<file path="config.mk">
export PLATFORM = sky130hd
export DESIGN_NAME = data_cache_hit_check_reg
export DESIGN_NICKNAME = d
export VERILOG_FILES = /design/src/rtl/data_cache_hit_check_reg.sv
export SDC_FILE = /design/constraint.sdc
export NUM_CORES = 1
export LEC_CHECK = 0
export BUFFER_PORTS_ARGS = -buffer_cell sky130_fd_sc_hd__buf_4
export CAP_MARGIN = 20
export CORE_AREA = 2 2 133 135
export CTS_BUF_LIST = sky130_fd_sc_hd__clkbuf_4
export DETAILED_ROUTE_END_ITERATION = 10
export DIE_AREA = 0 0 135 137
export GPL_ROUTABILITY_DRIVEN = 0
export PLACE_DENSITY = 0.71
export SLEW_MARGIN = 20
export SYNTH_ARGS = -nofsm -noshare
export SYNTH_HDL_FRONTEND = slang
export SYNTH_SLANG_ARGS = --single-unit
</file>
<file path="constraint.sdc">
create_clock -name clk_i -period 3.6 [get_ports clk_i]
set_input_delay 0.54 -clock clk_i [delete_from_list [all_inputs] [get_ports clk_i]]
set_output_delay 0.54 -clock clk_i [all_outputs]
set_load 0.005 [all_outputs]
</file>
<file path="src/rtl/data_cache_hit_check_reg.sv">
// Registered tag compare for one cache read port: hit/one-hot way/data/victim, 1-cycle latency.
// stall_i freezes results, counters and round-robin pointer; clear_cnt_i acts regardless of stall_i.
module data_cache_hit_check_reg #(
    parameter int WAYS_NUMBER = 4,
    parameter int PORT_WIDTH  = 32,
    parameter int TAG_SIZE    = 20,
    parameter int CNT_WIDTH   = 32
) (
    input  logic                              clk_i,
    input  logic                              rst_i,
    input  logic                              lookup_i,
    input  logic                              stall_i,
    input  logic [WAYS_NUMBER*PORT_WIDTH-1:0] cache_data_i,
    input  logic [WAYS_NUMBER*TAG_SIZE-1:0]   cache_tag_i,
    input  logic [WAYS_NUMBER-1:0]            cache_valid_i,
    input  logic [TAG_SIZE-1:0]               address_tag_i,
    input  logic                              clear_cnt_i,
    output logic                              valid_o,
    output logic                              hit_o,
    output logic                              multi_hit_o,
    output logic [WAYS_NUMBER-1:0]            hit_way_o,
    output logic [PORT_WIDTH-1:0]             cache_data_o,
    output logic [$clog2(WAYS_NUMBER)-1:0]    victim_way_o,
    output logic [CNT_WIDTH-1:0]              hit_count_o,
    output logic [CNT_WIDTH-1:0]              miss_count_o
);
    localparam int WAY_ADDR = $clog2(WAYS_NUMBER);

    logic [WAYS_NUMBER-1:0] way_hit;
    logic [WAY_ADDR:0]      hit_cnt;
    logic                   any_hit;
    logic                   many_hit;
    logic [WAYS_NUMBER-1:0] sel_way;
    logic [PORT_WIDTH-1:0]  sel_data;
    logic [WAY_ADDR-1:0]    victim;
    logic                   all_valid;
    logic [WAY_ADDR-1:0]    rr_ptr;
    logic                   accept;

    // Downward scans so the lowest-index way is the last one assigned.
    always_comb begin
        way_hit  = '0;
        hit_cnt  = '0;
        sel_way  = '0;
        sel_data = '0;
        victim   = rr_ptr;
        for (int i = 0; i < WAYS_NUMBER; i++) begin
            way_hit[i] = cache_valid_i[i] &&
                         (cache_tag_i[i*TAG_SIZE +: TAG_SIZE] == address_tag_i);
            hit_cnt    = hit_cnt + {{WAY_ADDR{1'b0}}, way_hit[i]};
        end
        for (int i = WAYS_NUMBER - 1; i >= 0; i--) begin
            if (way_hit[i]) begin
                sel_way    = '0;
                sel_way[i] = 1'b1;
                sel_data   = cache_data_i[i*PORT_WIDTH +: PORT_WIDTH];
            end
            if (!cache_valid_i[i]) begin
                victim = WAY_ADDR'(i);
            end
        end
        any_hit   = |way_hit;
        many_hit  = (hit_cnt > {{WAY_ADDR{1'b0}}, 1'b1});
        all_valid = &cache_valid_i;
        accept    = lookup_i && !stall_i;
    end

    always_ff @(posedge clk_i) begin
        if (rst_i) begin
            valid_o      <= 1'b0;
            hit_o        <= 1'b0;
            multi_hit_o  <= 1'b0;
            hit_way_o    <= '0;
            cache_data_o <= '0;
            victim_way_o <= '0;
            hit_count_o  <= '0;
            miss_count_o <= '0;
            rr_ptr       <= '0;
        end else begin
            if (!stall_i) begin
                valid_o <= lookup_i;
            end
            if (accept) begin
                hit_o        <= any_hit;
                multi_hit_o  <= many_hit;
                hit_way_o    <= sel_way;
                cache_data_o <= sel_data;
                victim_way_o <= victim;
                if (!any_hit && all_valid) begin
                    rr_ptr <= rr_ptr + WAY_ADDR'(1);
                end
            end
            if (clear_cnt_i) begin
                hit_count_o  <= '0;
                miss_count_o <= '0;
            end else if (accept) begin
                if (any_hit && !(&hit_count_o)) begin
                    hit_count_o <= hit_count_o + CNT_WIDTH'(1);
                end
                if (!any_hit && !(&miss_count_o)) begin
                    miss_count_o <= miss_count_o + CNT_WIDTH'(1);
                end
            end
        end
    end
endmodule

</file>
==> results.json <==
{
  "ys_types": 50,
  "synth_area_leader_cell": "dfxtp_1",
  "drive_gt1_share_pct": 32.6,
  "async_reset_ff_share_pct": 0,
  "hp-class": "in2reg",
  "antenna_found_initial": 0,
  "synth_edf_count": 0,
  "hold_violations": 0,
  "critical_path_class": "in2reg",
  "worstSkewPairLatency_ps": 510,
  "worst_path_most_repeated_cell": "buf_4",
  "final_nets": 1441,
  "first_pass_iters": 5,
  "grt_pass1_vias": 7615,
  "synth_flop_cell": "dfxtp_1",
  "irDropWorstVdd_mv": 0.167,
  "ys.warnings.count": 0,
  "final.setup.tns_ps": 0,
  "cts_buffers": 9,
  "die_h_um": 137,
  "dieArea_mm2": 0.0185,
  "grt_usage_pct": 27.7,
  "cts.reportedPaths.clkPinSlew_ps": 170,
  "holdBufCountCts": 0,
  "postCtsResizedCells": 0,
  "grt_max_degree": 50,
  "drt_iter0_markers": 503,
  "finalSetupViolCount": 0,
  "wl_per_cell_um": 18.1,
  "cts_max_level": 3,
  "area_growth_pct": 44.0,
  "initial_utilization_pct": 39.3,
  "synthCells": 884,
  "ant_nets": 0,
  "drcViolationCount": 0,
  "synth-seq-cells": 107,
  "core_area_mm2": 0.0171,
  "cap_violations": 0,
  "skew_ps": 32.6,
  "pin_count": 342,
  "setup.worst_path.end_class": "flip-flop",
  "num_rows": 48,
  "slew_viol_final": 0,
  "period_needed_ps": 2900,
  "cts_root_buf": "clkbuf_4",
  "fmax_ghz": 0.344,
  "status": "finished clean",
  "avgSynthCellArea_um2": 7.58,
  "cts_sinks": 107,
  "grt_setup_unrepaired": "false",
  "tightest_slew_ps": 949,
  "num_antenna_cells": 0,
  "clk_path_buf_depth": 2,
  "instances_no_fill": 1428,
  "relSlewSlack_pct": 36.4,
  "synth_area_leaders": "dfxtp_1 (32%), a21oi_1 (7.9%), xnor2_1 (7.8%)",
  "worstPathRequired_ps": 4040,
  "hpwlAfterDp_um": 19600,
  "vias": 7876,
  "die_x_um": 135,
  "slowest_stage": "or4_4",
  "grt_overflow_total": 0,
  "yosysSeqAreaShare_pct": 32.0,
  "dp_cells": 1413,
  "wl_um": 25800,
  "grt_pass1_wl_um": 40400,
  "via_per_inst": 5.52,
  "pwr_density_cell_mw_per_mm2": 237,
  "arrival_ps": 3350,
  "p_leak_nw": 4.00,
  "yosys.area.top_type_share_pct": 32.0,
  "finalCritPeriodShare_pct": 80.7,
  "synth_area_mm2": 0.00670,
  "cts_tree": "yes",
  "cpPeakStageDelay_ps": 610,
  "crit_fanout": 45,
  "setup.worst_path.start_class": "input pin",
  "syn-num-nets": 1126,
  "crit_chain": "buf_4 > xnor2_1 > nand4_1 > or4_4 > o41ai_4 > o211ai_4 > buf_4 > or4_1 > nand2_1",
  "postCtsSetupBuffers": 0,
  "io_buffers": 341
}
power by group:
group          leakage, nW  internal [mW]  switching [mW]
Clock               0.0666          0.215           0.443
Combinational         3.08          0.238           0.195
Sequential           0.862           1.19         0.00189
worst paths after layout:
check / cells after the start / startpoint / to / slack, ps
worst max-delay path: 9 / address_tag_i[9] / hit_count_o[28] / 700
worst max register to register: 7 / miss_count_o[3] / miss_count_o[22] / 830
worst min register to register: 2 / valid_o / valid_o / 470
worst min-delay path: 2 / cache_data_i[44] / cache_data_o[12] / 230
cells in the mapped netlist (4+ instances only):
master	number
a211o_1	32
a21oi_1	106
a31o_2	4
a31oi_1	4
and3_1	11
and4_1	6
clkbuf_1	50
dfxtp_1	107
ha_1	4
inv_1	21
mux2i_1	4
nand2_1	120
nand3_1	90
nand4_1	29
nand4b_1	4
nor2_1	44
nor3_1	20
nor4_1	20
o21ai_0	18
o31ai_1	15
or3_1	17
or4_1	19
xnor2_1	60
xor2_1	42
cells in the final DEF (no fill, tap or decap), types with 2 or more instances in the layout:
cell,Yosys,routed
buf_4,0,359
nand2_1,120,120
dfxtp_1,107,107
a21oi_1,106,106
nand3_1,90,90
xnor2_1,60,60
nor2_1,44,44
xor2_1,42,42
a211o_1,32,32
nand4_1,29,29
inv_1,21,21
or4_1,19,19
nor3_1,20,19
nor4_1,20,19
o21ai_0,18,18
or3_1,17,17
o31ai_1,15,15
and3_1,11,11
clkbuf_4,0,9
and4_1,6,6
a31o_2,4,4
mux2i_1,4,4
nand4b_1,4,4
a31oi_1,4,4
ha_1,4,4
a21o_1,3,3
and2_1,3,3
clkinvlp_4,0,3
nor4_4,1,2
nand2b_1,3,2
a41o_1,2,2
kinds of logic (layout without fill, tap and decap cells):
logic type	after synthesis	in the layout	synth area share, %
AO/OA/AOI/OAI	192	192	18.1
XOR/XNOR	103	103	13.6
adder cells (fa/ha/maj)	5	5	1.05
buffers and inverters	77	396	4.56
flip-flops	107	107	32.0
multiplexers	4	4	0.598
AND/OR/NAND/NOR	396	396	30.1
stage by stage:
step | area (µm²) | hold slack (ps) | setup slack (ps) | util, % | total power, mW
global route | 9640 | 174 | 465 | 56.5 | 2.37
floorplan | 6700 | 448 | 351 | - | 1.36
global placement | 9500 | 440 | 223 | 55.7 | 1.64
detailed placement | 9500 | 449 | 235 | 55.7 | 1.64
finish | 9640 | 228 | 695 | 56.5 | 2.28
CTS | 9640 | 183 | 777 | 56.5 | 2.30
layer usage:
layer,GRT usage (%),share of wire (%),vias up
met2,45.8,49,313
met4,10.9,3.3,0
li1,-,-,3810
met1,34.4,41,3695
met3,7.44,7.4,58
met5,0,0,-
flip-flops by register name (all words and copies together) (netlist names):
name,cells
cache_data_o,32
miss_count_o,32
rr_ptr,2
multi_hit_o,1
victim_way_o,2
hit_way_o,4
hit_count_o,32
hit_o,1
valid_o,1
final cells by class:
| class | count | area (µm²) |
|---|---|---|
| sequential | 107 | 2140 |
| tap | 225 | 282 |
| clock inverter | 6 | 72.6 |
| clock buffer | 9 | 67.6 |
| multi-input combinational | 700 | 4290 |
| timing repair buffer | 360 | 2720 |
| fill | 1651 | 7410 |
| inverter | 21 | 78.8 |
worst max-delay path, delay by kind of cell:
family	cells	cell delay, ps
xor+xnor	1	230
buf+inv	2	450
compound gates	2	810
simple gates	4	1320
Note: power is estimated with default switching activity, not from simulation.
